## src/rtl/pipelined_adder_pkg.sv

```systemverilog
// Shared sizing, legality and full-adder helpers for pipelined_adder and its stages.
// Pure functions only; no state.
package pipelined_adder_pkg;

    function automatic int slice_bits(input int width, input int stages);
        return (stages > 0) ? width / stages : width;
    endfunction

    function automatic bit params_legal(input int width, input int stages);
        return (width >= 1) && (stages >= 1) && (stages <= width) && ((width % stages) == 0);
    endfunction

    // Returns {carry_out, sum_bit}.
    function automatic logic [1:0] full_add(input logic x, input logic y, input logic ci);
        return {(x & y) | (ci & (x ^ y)), x ^ y ^ ci};
    endfunction

endpackage

```

## src/rtl/adder_stage.sv

```systemverilog
// One SLICE-bit ripple slice of pipelined_adder plus its stage register; latency 1 cycle.
// Holds all state while en is low (global stall), so nothing is dropped under backpressure.
module adder_stage
    import pipelined_adder_pkg::*;
#(
    parameter int WIDTH = 8,
    parameter int SLICE = 4,
    parameter int IDX   = 0
) (
    input  logic             clk,
    input  logic             rst,
    input  logic             en,
    input  logic             vld_i,
    input  logic [WIDTH-1:0] a_i,
    input  logic [WIDTH-1:0] b_i,
    input  logic             c_i,
    output logic             vld_o,
    output logic [WIDTH-1:0] a_o,
    output logic [WIDTH-1:0] b_o,
    output logic             c_o
);

    localparam int LO = IDX * SLICE;

    logic [SLICE:0]   cy;
    logic [SLICE-1:0] slice_sum;
    logic [WIDTH-1:0] a_d, a_q;
    logic [WIDTH-1:0] b_d, b_q;
    logic             vld_q, c_q;

    assign cy[0] = c_i;

    for (genvar i = 0; i < SLICE; i++) begin : g_ripple
        assign {cy[i+1], slice_sum[i]} = full_add(a_i[LO+i], b_i[LO+i], cy[i]);
    end

    // The A word turns into the sum in place; consumed B bits are cleared.
    always_comb begin
        a_d = a_i;
        a_d[LO +: SLICE] = slice_sum;
        b_d = b_i;
        b_d[LO +: SLICE] = '0;
    end

    always_ff @(posedge clk or posedge rst) begin
        if (rst) begin
            vld_q <= 1'b0;
            a_q   <= '0;
            b_q   <= '0;
            c_q   <= 1'b0;
        end else if (en) begin
            vld_q <= vld_i;
            a_q   <= a_d;
            b_q   <= b_d;
            c_q   <= cy[SLICE];
        end
    end

    assign vld_o = vld_q;
    assign a_o   = a_q;
    assign b_o   = b_q;
    assign c_o   = c_q;

endmodule

```

## src/rtl/pipelined_adder.sv

```systemverilog
// WIDTH-bit adder split into STAGES carry-pipelined slices; latency STAGES cycles, 1 op/cycle.
// Global stall: in_ready = !out_valid | out_ready. PIPELINED_ADDER_SUB_EN adds a sub port (a - b - cin).
module pipelined_adder
    import pipelined_adder_pkg::*;
#(
    parameter int WIDTH  = 8,
    parameter int STAGES = 2
) (
    input  logic             clk,
    input  logic             rst,
    input  logic             in_valid,
    output logic             in_ready,
    input  logic [WIDTH-1:0] a,
    input  logic [WIDTH-1:0] b,
    input  logic             cin,
`ifdef PIPELINED_ADDER_SUB_EN
    input  logic             sub,
`endif
    output logic             out_valid,
    input  logic             out_ready,
    output logic [WIDTH-1:0] sum,
    output logic             cout
);

    localparam int SLICE = slice_bits(WIDTH, STAGES);

    if (!params_legal(WIDTH, STAGES)) begin : g_illegal_params
        $error("pipelined_adder: WIDTH must be a multiple of STAGES and 1 <= STAGES <= WIDTH");
    end

    logic             sub_eff;
    logic             v_pipe [STAGES+1];
    logic             c_pipe [STAGES+1];
    logic [WIDTH-1:0] a_pipe [STAGES+1];
    logic [WIDTH-1:0] b_pipe [STAGES+1];

`ifdef PIPELINED_ADDER_SUB_EN
    assign sub_eff = sub;
`else
    assign sub_eff = 1'b0;
`endif

    // Subtraction is folded in at entry (a + ~b + ~cin), so stages stay pure adders.
    assign v_pipe[0] = in_valid;
    assign a_pipe[0] = a;
    assign b_pipe[0] = sub_eff ? ~b : b;
    assign c_pipe[0] = cin ^ sub_eff;

    assign in_ready = !out_valid || out_ready;

    for (genvar k = 0; k < STAGES; k++) begin : g_stage
        adder_stage #(
            .WIDTH (WIDTH),
            .SLICE (SLICE),
            .IDX   (k)
        ) u_stage (
            .clk   (clk),
            .rst   (rst),
            .en    (in_ready),
            .vld_i (v_pipe[k]),
            .a_i   (a_pipe[k]),
            .b_i   (b_pipe[k]),
            .c_i   (c_pipe[k]),
            .vld_o (v_pipe[k+1]),
            .a_o   (a_pipe[k+1]),
            .b_o   (b_pipe[k+1]),
            .c_o   (c_pipe[k+1])
        );
    end

    assign out_valid = v_pipe[STAGES];
    assign sum       = a_pipe[STAGES];
    assign cout      = c_pipe[STAGES];

endmodule

```

## config.mk

```make
export PLATFORM = sky130hd
export DESIGN_NAME = pipelined_adder
export DESIGN_NICKNAME = d
export VERILOG_FILES = /design/src/rtl/pipelined_adder_pkg.sv /design/src/rtl/adder_stage.sv /design/src/rtl/pipelined_adder.sv
export SDC_FILE = /design/constraint.sdc
export NUM_CORES = 1
export LEC_CHECK = 0
export BUFFER_PORTS_ARGS = -buffer_cell sky130_fd_sc_hd__buf_2
export CORE_UTILIZATION = 45
export CTS_BUF_LIST = sky130_fd_sc_hd__clkbuf_16
export CTS_CLUSTER_DIAMETER = 80
export DETAILED_ROUTE_END_ITERATION = 8
export MAX_ROUTING_LAYER = met4
export PLACE_DENSITY = 0.7
export RECOVER_POWER = 50
export SETUP_SLACK_MARGIN = 0.3
export SLEW_MARGIN = 10
export SYNTH_ARGS = -nofsm -noshare
export SYNTH_HDL_FRONTEND = slang
export SYNTH_SLANG_ARGS = --single-unit
```

## constraint.sdc

```tcl
create_clock -name clk -period 5.1 [get_ports clk]
set_clock_uncertainty 0.05 [all_clocks]
set_input_delay 1.53 -clock clk [delete_from_list [all_inputs] [get_ports clk]]
set_output_delay 1.53 -clock clk [all_outputs]
set_load 0.02 [all_outputs]
```

# Yosys cells after proc, flatten, opt, wreduce, memory -nomap -nowiden
# Cells that the tools add are included.
[op_classes]
n_bitwise = 40
n_reduce_logical = 2
[op_table]
columns = ["op", "n"]
rows = [
  ["$and 1x1->1", 16],
  ["$xor 1x1->1", 16],
  ["$or 1x1->1", 8],
  ["$logic_not 1->1", 1],
  ["$logic_or 1x1->1", 1],
]
[word_totals]
reg_bits = 24
input_bits = 21
out_inout_bits = 11
elab_cells = 49

# Logic depth before layout (Yosys ltp)
# Gate-level depths: netlist of run 1.
[logic_depth]
depth_word = 9
depth_mapped = 8
mapped_depth_nobuf = 8

# Cells and area by module
# Synthesis of run 1 repeated with hierarchy kept, for this count alone.
[unflattened]
cells_unflattened = 101
area_unflattened_um2 = 1413.9
[modules_own_cells]
columns = ["mod", "n_inst", "cells_each", "area_per_inst_um2", "seq_area_each_um2"]
rows = [
  ["adder_stage at g_stage[1].u_stage", 1, 50, 708.2, 350.3],
  ["adder_stage at g_stage[0].u_stage", 1, 50, 699.4, 350.3],
  ["pipelined_adder", 1, 1, 6.3, 0.0],
]

# Worst setup path after synthesis of run 1
# OpenSTA, ideal clock, no wires.
[synth_timing]
path_type = "input port to output port"
startpoint = "in out_ready"
endpoint = "out in_ready"
t_arrival_ns = 1.947
required_time_ns = 3.520
slack_ns = 1.573
stages = 3
n_path_buf = 2
path_cell_list = "nand2b_1 > buf_6 > buf_6"
[synth_via]
elab_chain_len = 1
[synth_lines]
columns = ["element", "line", "rtl"]
rows = [
  ["start, declared", "pipelined_adder.sv:20", "input logic out_ready,"],
  ["$logic_or 1x1->1", "pipelined_adder.sv:49", "assign in_ready = !out_valid || out_ready;"],
  ["end, declared", "pipelined_adder.sv:12", "output logic in_ready,"],
]
# Every way passes these cells.

# Worst setup path in the final report of run 1
# Same ends and word-level chain as after synthesis.

==> results of run 1 <==
## state kept, by name, summed over array words and instances, names as in the netlist
| signal | cells |
|---|---|
| g_stage.u_stage.c_o | 2 |
| g_stage.u_stage.b_o | 4 |
| g_stage.u_stage.a_o | 16 |
| g_stage.u_stage.vld_o | 2 |
## worst max-delay path, delay by kind of cell
family	cells	cell delay [ns]
and+or+nand+nor	1	0.18
buffers and inverters	2	0.40
## worst paths after layout
kind | endpoint | cells after the start
min in group asynchronous | g_stage[0].u_stage.b_o[6] | 2
hold reg to reg | g_stage[1].u_stage.vld_o | 1
hold / removal | g_stage[1].u_stage.vld_o | 1
setup / recovery | in_ready | 3
max in group asynchronous | g_stage[1].u_stage.a_o[1] | 2
setup reg to reg | g_stage[0].u_stage.a_o[1] | 3
## metrics by stage
| stage | cell area, sq um | total power [W] | hold slack (ns) | std cells | worst slack (ns) |
|---|---|---|---|---|---|
| finish | 1410 | 0.000604 | 0.426 | 143 | 1.41 |
| global route | 1410 | 0.000643 | 0.446 | 143 | 1.37 |
| CTS | 1420 | 0.000612 | 0.427 | 143 | 1.50 |
| detailed placement | 1340 | 0.000443 | 0.413 | 139 | 1.52 |
| global placement | 1340 | 0.000438 | 0.405 | 139 | 1.53 |
| floorplan | 1240 | 0.000427 | 0.385 | 88 | 1.57 |
## layout by cell type (no fill, tap or decap), types with 2 or more instances in the layout
master and instances:
sky130_fd_sc_hd__mux2_4 12, sky130_fd_sc_hd__a21oi_1 5, sky130_fd_sc_hd__nor3b_1 5, sky130_fd_sc_hd__clkbuf_16 3, sky130_fd_sc_hd__clkbuf_1 2, sky130_fd_sc_hd__nand2b_1 2
sky130_fd_sc_hd__inv_1 15, sky130_fd_sc_hd__mux2_2 5, sky130_fd_sc_hd__buf_2 30, sky130_fd_sc_hd__fa_1 8, sky130_fd_sc_hd__dfrtp_1 24
## layout make-up
type / count / area (sq um)
sequential: 24 / 601
clock buffer: 3 / 75.1
clock inverter: 1 / 3.75
inverter: 15 / 56.3
fill: 227 / 1130
timing repair buffer: 32 / 158
tap: 30 / 37.5
multi-input combinational: 38 / 482
## power breakdown
part           switching (W)  internal (W)  total (W)
registers          0.0000257      0.000236   0.000262
clock network      0.0000617      0.000105   0.000166
logic              0.0000885     0.0000876   0.000176
total               0.000176      0.000428   0.000604
## layer usage
| metal | track usage | share of wire | up-vias | wire length, microns |
|---|---|---|---|---|
| met4 | 0.0641 | 0.016 | 0 | 29 |
| met2 | 0.236 | 0.45 | 16 | 798 |
| li1 | - | - | 318 | - |
| met5 | - | 0 | - | 0 |
| met3 | 0.0500 | 0.050 | 5 | 89 |
| met1 | 0.194 | 0.49 | 326 | 867 |
## logic make-up (layout without fill, tap and decap cells)
family                     count (synthesis)  after routing  share of synthesized area
adders and majority gates                  8              8                      0.129
AOI/OAI and AO/OA                          5              5                     0.0202
muxes                                     18             18                      0.199
DFF                                       24             24                      0.484
buffers and inverters                     26             51                      0.128
and+or+nand+nor                            7              7                     0.0403
==> flow_metrics.env, run 1 <==
export IMPL_synth_edff_count=0
export IMPL_cts_path_max_buffers=2
export IMPL_drt_initial_drc_count=7
export IMPL_cellPowerDensity_nw_per_um2=428
export IMPL_status="finished with violations"
export IMPL_antenna_found_initial=0
export IMPL_critPathLaunchType="primary input"
export IMPL_max_cap_violations=1
export IMPL_ir_drop_mv=0.248
export IMPL_num_vias=665
export IMPL_htree_num_levels=1
export IMPL_syn_cell_area_sq_um=1240
export IMPL_yosysTopAreaCellShare=0.484
export IMPL_r2r_setup_slack_ns=2.83
export IMPL_fp_dieW_microns=54.5
export IMPL_path_clk_slew_ns=0.06
export IMPL_antenna_cells=0
export IMPL_max_slew_margin=0.00212
export IMPL_grt_max_degree=25
export IMPL_failed_checks="capacitance limit"
export IMPL_fin_crit_ns=3.69
export IMPL_seq_area_frac_synth=0.484
export IMPL_post_route_cells_drive_above_1_share=0.442
export IMPL_report_final_hold_viol_count=0
export IMPL_p_leak_nw=0.722
export IMPL_min_period_over_period=0.723
export IMPL_via_count_of_the_first_global_routing_pass=679
export IMPL_unrepaired_setup_endpoints_after_global_routing="false"
export IMPL_min_path_type="reg -> reg"
export IMPL_finalSetupViolCount=0
export IMPL_io_buffer_count=31
export IMPL_synth_common_cells="24 x sky130_fd_sc_hd__dfrtp_1, 15 x sky130_fd_sc_hd__inv_1, 12 x sky130_fd_sc_hd__mux2_4"
export IMPL_synth_seq_cells=24
export IMPL_endpoint_kind="output port"
export IMPL_floorplan_rows=18
export IMPL_detailedPlacementHpwl_microns=1250
export IMPL_postSynthNetCount=117
export IMPL_yosysUniqueCellTypes=12
export IMPL_layout_overhead_on_the_synthesized_area_pct=13.8
export IMPL_synth_flop_cell="sky130_fd_sc_hd__dfrtp_1"
export IMPL_async_flop_share=1.00
export IMPL_synth_warnings=0
export IMPL_post_cts_buffers=0
export IMPL_die_h_microns=54.5
export IMPL_series_of_cell_instances_along_the_critical_path="clkbuf_1 > nand2b_1 > buf_2"
export IMPL_cts_root_buf="sky130_fd_sc_hd__clkbuf_16"
export IMPL_r2r_start="g_stage[1].u_stage.vld_o"
export IMPL_insertion_delay_ns=0.25
export IMPL_syn_avg_cell_area_sq_um=14.1
export IMPL_postCtsHoldBufs=0
export IMPL_dr_pass1_iters=4
export IMPL_cts_tree="yes"
export IMPL_yosys_cell_count_top_type="sky130_fd_sc_hd__dfrtp_1"
export IMPL_grt_overflow_total=0
export IMPL_finish_utilization=0.555
export IMPL_finalNetCount=143
export IMPL_core_region_area_sq_um=2540
export IMPL_initial_utilization=0.488
export IMPL_route_detailed_drc=0
export IMPL_place_gp_congestion=0.699
export IMPL_synthCells=88
export IMPL_synth_top_area_cell="sky130_fd_sc_hd__dfrtp_1"
export IMPL_cp_arrival_ns=2.11
export IMPL_yosys_top_cells_area="sky130_fd_sc_hd__dfrtp_1 48%, sky130_fd_sc_hd__mux2_4 15%, sky130_fd_sc_hd__fa_1 13%, sky130_fd_sc_hd__buf_4 4.8%, sky130_fd_sc_hd__inv_1 4.5%"
export IMPL_worstPathRequired_ns=3.52
export IMPL_path_class="in -> out"
export IMPL_largest_stage_delay_on_the_critical_path_ns=0.23
export IMPL_drtAntennaViolNets=0
export IMPL_tightestPinTransition_ns=1.50
export IMPL_crit_start="out_ready"
export IMPL_cts_inserted_buffers=3
export IMPL_detail_route_vias_per_cell=4.65
export IMPL_timing_final_max_slew_violations=0
export IMPL_postRouteWirelength_microns=1790
export IMPL_area_of_the_die_sq_um=2970
export IMPL_critical_path_peak_fanout=6
export IMPL_tns_ns=0
export IMPL_post_cts_resized_instances=0
export IMPL_avgRoutedWirePerCell_microns=12.5
export IMPL_pin_count=32
export IMPL_crit_path_max_delay_cell_type="sky130_fd_sc_hd__clkbuf_1"
export IMPL_wire_length_of_the_first_global_routing_pass_microns=3030
export IMPL_fmax_mhz=271
export IMPL_cts_sinks=24
export IMPL_grt_use_total=0.156
export IMPL_hp_start="g_stage[0].u_stage.vld_o"
Power figures use the tool's default switching activity.
==> run 2: changes to the inputs <==
--- a/config.mk
+++ b/config.mk
@@ -11,7 +11,7 @@
 export CTS_CLUSTER_DIAMETER = 80
 export DETAILED_ROUTE_END_ITERATION = 8
 export MAX_ROUTING_LAYER = met4
-export PLACE_DENSITY = 0.7
+export PLACE_DENSITY = 0.72
 export RECOVER_POWER = 50
 export SETUP_SLACK_MARGIN = 0.3
 export SLEW_MARGIN = 10
==> constraint.sdc (replaced) <==
create_clock -name clk -period 2.95 [get_ports clk]
set_clock_uncertainty 0.05 [all_clocks]
set_input_delay 0.885 -clock clk [delete_from_list [all_inputs] [get_ports clk]]
set_output_delay 0.885 -clock clk [all_outputs]
set_load 0.02 [all_outputs]
==> run 2 against run 1 <==
Compared with the run above:
- total power is 72% higher
- first-iteration DRC count unchanged
- hold slack better by 0.013 ns
- clock power grew 70%
- count of clock-buffer cells in the layout stayed put
- flip-flop and latch count is the same
- core utilization fell by 0.20 points
- the flow now finishes without violations
- sequential share of layout area up 0.15 points
- via count up 3.0%
- combinational power up 73%
- die area did not move
==> flow_metrics.env, run 2 (synthesized netlist as in run 1, its figures left out) <==
export IMPL_num_vias=685
export IMPL_htree_num_levels=1
export IMPL_io_buffer_count=31
export IMPL_detail_route_vias_per_cell=4.82
export IMPL_tightestPinTransition_ns=1.49
export IMPL_die_h_microns=54.5
export IMPL_initial_utilization=0.488
export IMPL_cellPowerDensity_nw_per_um2=739
export IMPL_drt_initial_drc_count=7
export IMPL_avgRoutedWirePerCell_microns=13.1
export IMPL_unrepaired_setup_endpoints_after_global_routing="false"
export IMPL_worstPathRequired_ns=3.03
export IMPL_fin_crit_ns=2.62
export IMPL_sequential_cell_area_sq_um=601
export IMPL_path_class="in -> reg"
export IMPL_critPathLaunchType="primary input"
export IMPL_timing_final_max_slew_violations=0
export IMPL_grt_use_total=0.160
export IMPL_critical_path_peak_fanout=24
export IMPL_core_region_area_sq_um=2540
export IMPL_report_final_hold_viol_count=0
export IMPL_post_route_cells_drive_above_1_share=0.438
export IMPL_post_cts_resized_instances=0
export IMPL_ir_drop_mv=0.366
export IMPL_area_of_the_die_sq_um=2970
export IMPL_series_of_cell_instances_along_the_critical_path="buf_2 > nand2b_1 > clkbuf_1 > mux2_2"
export IMPL_min_period_over_period=0.889
export IMPL_largest_stage_delay_on_the_critical_path_ns=1.10
export IMPL_post_cts_buffers=0
export IMPL_postCtsHoldBufs=0
export IMPL_largest_reg_flops=16
export IMPL_grt_max_degree=25
export IMPL_endpoint_kind="register"
export IMPL_p_leak_nw=0.718
export IMPL_worstPathBufferInverterCount=2
export IMPL_final_fill_count=213
export IMPL_finalNetCount=143
export IMPL_cts_inserted_buffers=3
export IMPL_layout_overhead_on_the_synthesized_area_pct=13.4
export IMPL_route_detailed_drc=0
export IMPL_status="finished, final reports clean"
export IMPL_detailedPlacementHpwl_microns=1390
export IMPL_path_clk_slew_ns=0.06
export IMPL_insertion_delay_ns=0.25
export IMPL_cts_sinks=24
export IMPL_worst_path_dominant_cell_family="buffers and inverters"
export IMPL_via_count_of_the_first_global_routing_pass=728
export IMPL_fin_total_pwr_w=0.00104
export IMPL_dr_pass1_iters=4
export IMPL_cts_tree="yes"
export IMPL_wire_length_of_the_first_global_routing_pass_microns=3140
export IMPL_grt_overflow_total=0
export IMPL_postRouteWirelength_microns=1860
export IMPL_area_used_by_multi_input_combinational_logic_sq_um=482
export IMPL_finalSetupViolCount=0
export IMPL_max_cap_violations=0
export IMPL_drtAntennaViolNets=0
export IMPL_cts_path_max_buffers=2
export IMPL_place_gp_congestion=0.720
export IMPL_cts_root_buf="sky130_fd_sc_hd__clkbuf_16"
export IMPL_cp_arrival_ns=2.71
export IMPL_floorplan_rows=18
export IMPL_layout_cells_most_common_list="29 x sky130_fd_sc_hd__buf_2, 24 x sky130_fd_sc_hd__dfrtp_1, 15 x sky130_fd_sc_hd__inv_1"
export IMPL_pin_count=32
export IMPL_mostFrequentLayoutCell="sky130_fd_sc_hd__buf_2"
export IMPL_tns_ns=0
export IMPL_min_path_type="reg -> reg"
export IMPL_antenna_found_initial=0
export IMPL_crit_path_max_delay_cell_type="sky130_fd_sc_hd__clkbuf_1"
export IMPL_fmax_mhz=382
export IMPL_fp_dieW_microns=54.5
export IMPL_max_slew_margin=0.00897
export IMPL_antenna_cells=0
run 2: changes by cell type in the layout (fill, tap and decap cells not counted), sizes merged:
cell and change:
buf -1, clkbuf +1, clkinv -1
run 2: layer usage:
layer	global-route usage	part of all wire	wire length (microns)	up-vias
met5	-	0	0	-
met4	0.0684	0.015	27	0
met3	0.0278	0.049	91	4
met2	0.252	0.49	909	18
met1	0.204	0.45	830	348
li1	-	-	-	315
run 2: through the flow:
step           cell area (sq um)  hold WS, ns   util  setup WS, ns  std cells
2_1_floorplan               1240        0.385      -         0.381         88
3_3_place_gp                1340        0.405  0.526         0.251        139
3_5_place_dp                1340        0.425  0.526         0.192        139
4_1_cts                     1410        0.447  0.556         0.466        142
5_1_grt                     1410        0.468  0.553         0.203        142
6_report                    1410        0.439  0.553         0.329        142
run 2: path summary, 6_finish.rpt:
| check | startpoint | end | slack [ns] | cells after the start |
|---|---|---|---|---|
| worst max-delay path | out_ready | g_stage[0].u_stage.a_o[2] | 0.33 | 4 |
| worst min-delay path | g_stage[0].u_stage.vld_o | g_stage[1].u_stage.vld_o | 0.44 | 1 |
| worst max register to register | g_stage[1].u_stage.vld_o | g_stage[0].u_stage.a_o[2] | 0.68 | 3 |
| worst min register to register | g_stage[0].u_stage.vld_o | g_stage[1].u_stage.vld_o | 0.44 | 1 |
| max in group asynchronous | rst | g_stage[0].u_stage.a_o[1] | 1.55 | 2 |
| min in group asynchronous | rst | g_stage[0].u_stage.b_o[7] | 0.76 | 2 |
run 2: report_power, final:
group	switching [W]	total, W	internal [W]
combinational	0.000155	0.000304	0.000149
clock	0.000104	0.000283	0.000179
sequential	0.0000458	0.000454	0.000408
total	0.000305	0.00104	0.000736
run 2: worst reg2reg max path: stages, from the launching register on:
cell and delay (ns):
sky130_fd_sc_hd__dfrtp_1 0.44, sky130_fd_sc_hd__nand2b_1 0.14, sky130_fd_sc_hd__clkbuf_1 1.10, sky130_fd_sc_hd__mux2_2 0.43
run 2: final cells by class:
class,instances,area share
timing repair buffer,32,0.111
sequential,24,0.427
tap,30,0.0267
inverter,15,0.0400
multi-input combinational,38,0.342
clock buffer,3,0.0533
==> run 3: changes to the inputs <==
--- a/config.mk
+++ b/config.mk
@@ -6,12 +6,12 @@
 export NUM_CORES = 1
 export LEC_CHECK = 0
 export BUFFER_PORTS_ARGS = -buffer_cell sky130_fd_sc_hd__buf_2
-export CORE_UTILIZATION = 45
+export CORE_UTILIZATION = 40
 export CTS_BUF_LIST = sky130_fd_sc_hd__clkbuf_16
 export CTS_CLUSTER_DIAMETER = 80
 export DETAILED_ROUTE_END_ITERATION = 8
 export MAX_ROUTING_LAYER = met4
-export PLACE_DENSITY = 0.72
+export PLACE_DENSITY = 0.66
 export RECOVER_POWER = 50
 export SETUP_SLACK_MARGIN = 0.3
 export SLEW_MARGIN = 10
==> run 3 against run 2 <==
Compared with the run above:
- the run now ends with DRC left
- via count decreased by 1.9%
- sequential power about the same
- clock power about the same
- hold slack got worse by 0.028 ns
- design area about the same
- final cell count increased by 0.70%
- critical endpoint is now g_stage[0].u_stage.a_o[6]
- largest power group unchanged
==> flow_metrics.env, run 3 (synthesized netlist as in run 1, its figures left out) <==
export IMPL_detailed_place_area_sq_um=1340
export IMPL_fmax_mhz=382
export IMPL_area_of_the_die_sq_um=3330
export IMPL_cp_arrival_ns=2.70
export IMPL_route_detailed_drc=1
export IMPL_avgRoutedWirePerCell_microns=13.0
export IMPL_min_path_type="reg -> reg"
export IMPL_drt_initial_drc_count=13
export IMPL_failed_checks="DRC"
export IMPL_max_cap_violations=0
export IMPL_cts_root_buf="sky130_fd_sc_hd__clkbuf_16"
export IMPL_cts_sinks=24
export IMPL_crit_cells=4
export IMPL_largest_stage_delay_on_the_critical_path_ns=1.08
export IMPL_detail_route_vias_per_cell=4.70
export IMPL_mostFrequentLayoutCell="sky130_fd_sc_hd__buf_2"
export IMPL_fin_crit_ns=2.62
export IMPL_tightestPinTransition_ns=1.49
export IMPL_worstPathRequired_ns=3.03
export IMPL_floorplan_rows=19
export IMPL_finalSetupViolCount=0
export IMPL_max_slew_margin=0.00813
export IMPL_io_buffer_count=31
export IMPL_cellPowerDensity_nw_per_um2=735
export IMPL_tns_ns=0
export IMPL_post_cts_resized_instances=0
export IMPL_postCtsHoldBufs=0
export IMPL_post_route_cells_drive_above_1_share=0.438
export IMPL_series_of_cell_instances_along_the_critical_path="buf_2 > nand2b_1 > clkbuf_1 > mux2_2"
export IMPL_drtAntennaViolNets=0
export IMPL_grt_overflow_total=0
export IMPL_post_cts_buffers=0
export IMPL_core_region_area_sq_um=2850
export IMPL_worst_path_dominant_cell_family="buffers and inverters"
export IMPL_grt_max_degree=25
export IMPL_path_class="in -> reg"
export IMPL_crit_path_max_delay_cell_type="sky130_fd_sc_hd__clkbuf_1"
export IMPL_final_fill_count=267
export IMPL_place_gp_congestion=0.697
export IMPL_unrepaired_setup_endpoints_after_global_routing="false"
export IMPL_detailedPlacementHpwl_microns=1370
export IMPL_initial_utilization=0.435
export IMPL_antenna_cells=0
export IMPL_worstPathBufferInverterCount=2
export IMPL_largest_reg_flops=16
export IMPL_wire_length_of_the_first_global_routing_pass_microns=3190
export IMPL_critical_path_peak_fanout=24
export IMPL_cts_inserted_buffers=3
export IMPL_pin_count=32
export IMPL_ir_drop_mv=0.357
export IMPL_endpoint_kind="register"
export IMPL_critPathLaunchType="primary input"
export IMPL_htree_num_levels=1
export IMPL_antenna_found_initial=0
export IMPL_dr_pass1_iters=5
export IMPL_cts_path_max_buffers=2
export IMPL_via_count_of_the_first_global_routing_pass=707
export IMPL_min_period_over_period=0.886
export IMPL_num_vias=672
export IMPL_postRouteWirelength_microns=1850
export IMPL_setup_worst_path_end="g_stage[0].u_stage.a_o[6]"
export IMPL_die_h_microns=57.7
export IMPL_layout_cells_most_common_list="29 x sky130_fd_sc_hd__buf_2, 24 x sky130_fd_sc_hd__dfrtp_1, 15 x sky130_fd_sc_hd__inv_1"
export IMPL_p_leak_nw=0.718
export IMPL_cts_tree="yes"
export IMPL_r2r_start="g_stage[1].u_stage.vld_o"
export IMPL_crit_start="out_ready"
export IMPL_critical_path_reg2reg_endpoint="g_stage[0].u_stage.a_o[6]"
export IMPL_design_area_sq_um=1410
export IMPL_insertion_delay_ns=0.25
export IMPL_layout_overhead_on_the_synthesized_area_pct=13.5
export IMPL_finalNetCount=143
export IMPL_report_final_hold_viol_count=0
export IMPL_timing_final_max_slew_violations=0
export IMPL_grt_use_total=0.131
export IMPL_status="finished with violations"
export IMPL_ff2ff_path_depth=3
export IMPL_path_clk_slew_ns=0.06
export IMPL_r2r_setup_slack_ns=0.70
export IMPL_fp_dieW_microns=57.7
## run 3: cell counts in the layout (fill, tap and decap cells not counted)
No cell type changed its count.
## run 3: worst register-to-register path, cell delays in order (launching register included)
cell and delay, ns:
sky130_fd_sc_hd__dfrtp_1 0.44, sky130_fd_sc_hd__nand2b_1 0.11, sky130_fd_sc_hd__clkbuf_1 1.09, sky130_fd_sc_hd__mux2_2 0.44
## run 3: layout make-up
cell class | count | area (sq um) | area share
multi-input cells | 38 | 482 | 0.342
repair buffers | 32 | 156 | 0.111
inverters | 15 | 56.3 | 0.0400
flip-flops and latches | 24 | 601 | 0.426
clock buffers | 3 | 75.1 | 0.0533
well taps | 31 | 38.8 | 0.0275
## run 3: how the worst min path moves through the flow
stage | startpoint | end | depth (start not counted)
2_1_floorplan | g_stage[0].u_stage.vld_o | g_stage[1].u_stage.vld_o | 1
3_3_place_gp | g_stage[0].u_stage.vld_o | g_stage[1].u_stage.vld_o | 1
3_5_place_dp | g_stage[0].u_stage.vld_o | g_stage[1].u_stage.vld_o | 1
4_1_cts | g_stage[0].u_stage.vld_o | g_stage[1].u_stage.vld_o | 1
5_1_grt | g_stage[0].u_stage.vld_o | g_stage[1].u_stage.vld_o | 1
6_report | g_stage[0].u_stage.vld_o | g_stage[1].u_stage.vld_o | 1
## run 3: power breakdown
group	switching, W	total, W	internal (W)
clock	0.000101	0.000280	0.000179
sequential	0.0000430	0.000451	0.000408
combinational	0.000156	0.000305	0.000149
## run 3: per-layer routing
layer	global-route usage	routed length (microns)	up-vias	part of all wire
met1	0.171	823	330	0.44
met5	-	0	-	0
met3	0.0223	87	4	0.047
met4	0.0408	25	0	0.013
met2	0.209	915	19	0.49
li1	-	-	319	-
## run 3: per-stage QoR
step	hold WS, ns	utilization	setup WS (ns)	std cells	power, W
after global placement	0.405	0.470	0.244	140	0.000758
after floorplan	0.385	-	0.381	88	0.000738
after global routing	0.425	0.494	0.242	143	0.00110
after CTS	0.415	0.496	0.397	143	0.00105
final	0.412	0.494	0.335	143	0.00104
after detailed placement	0.405	0.470	0.128	140	0.000768
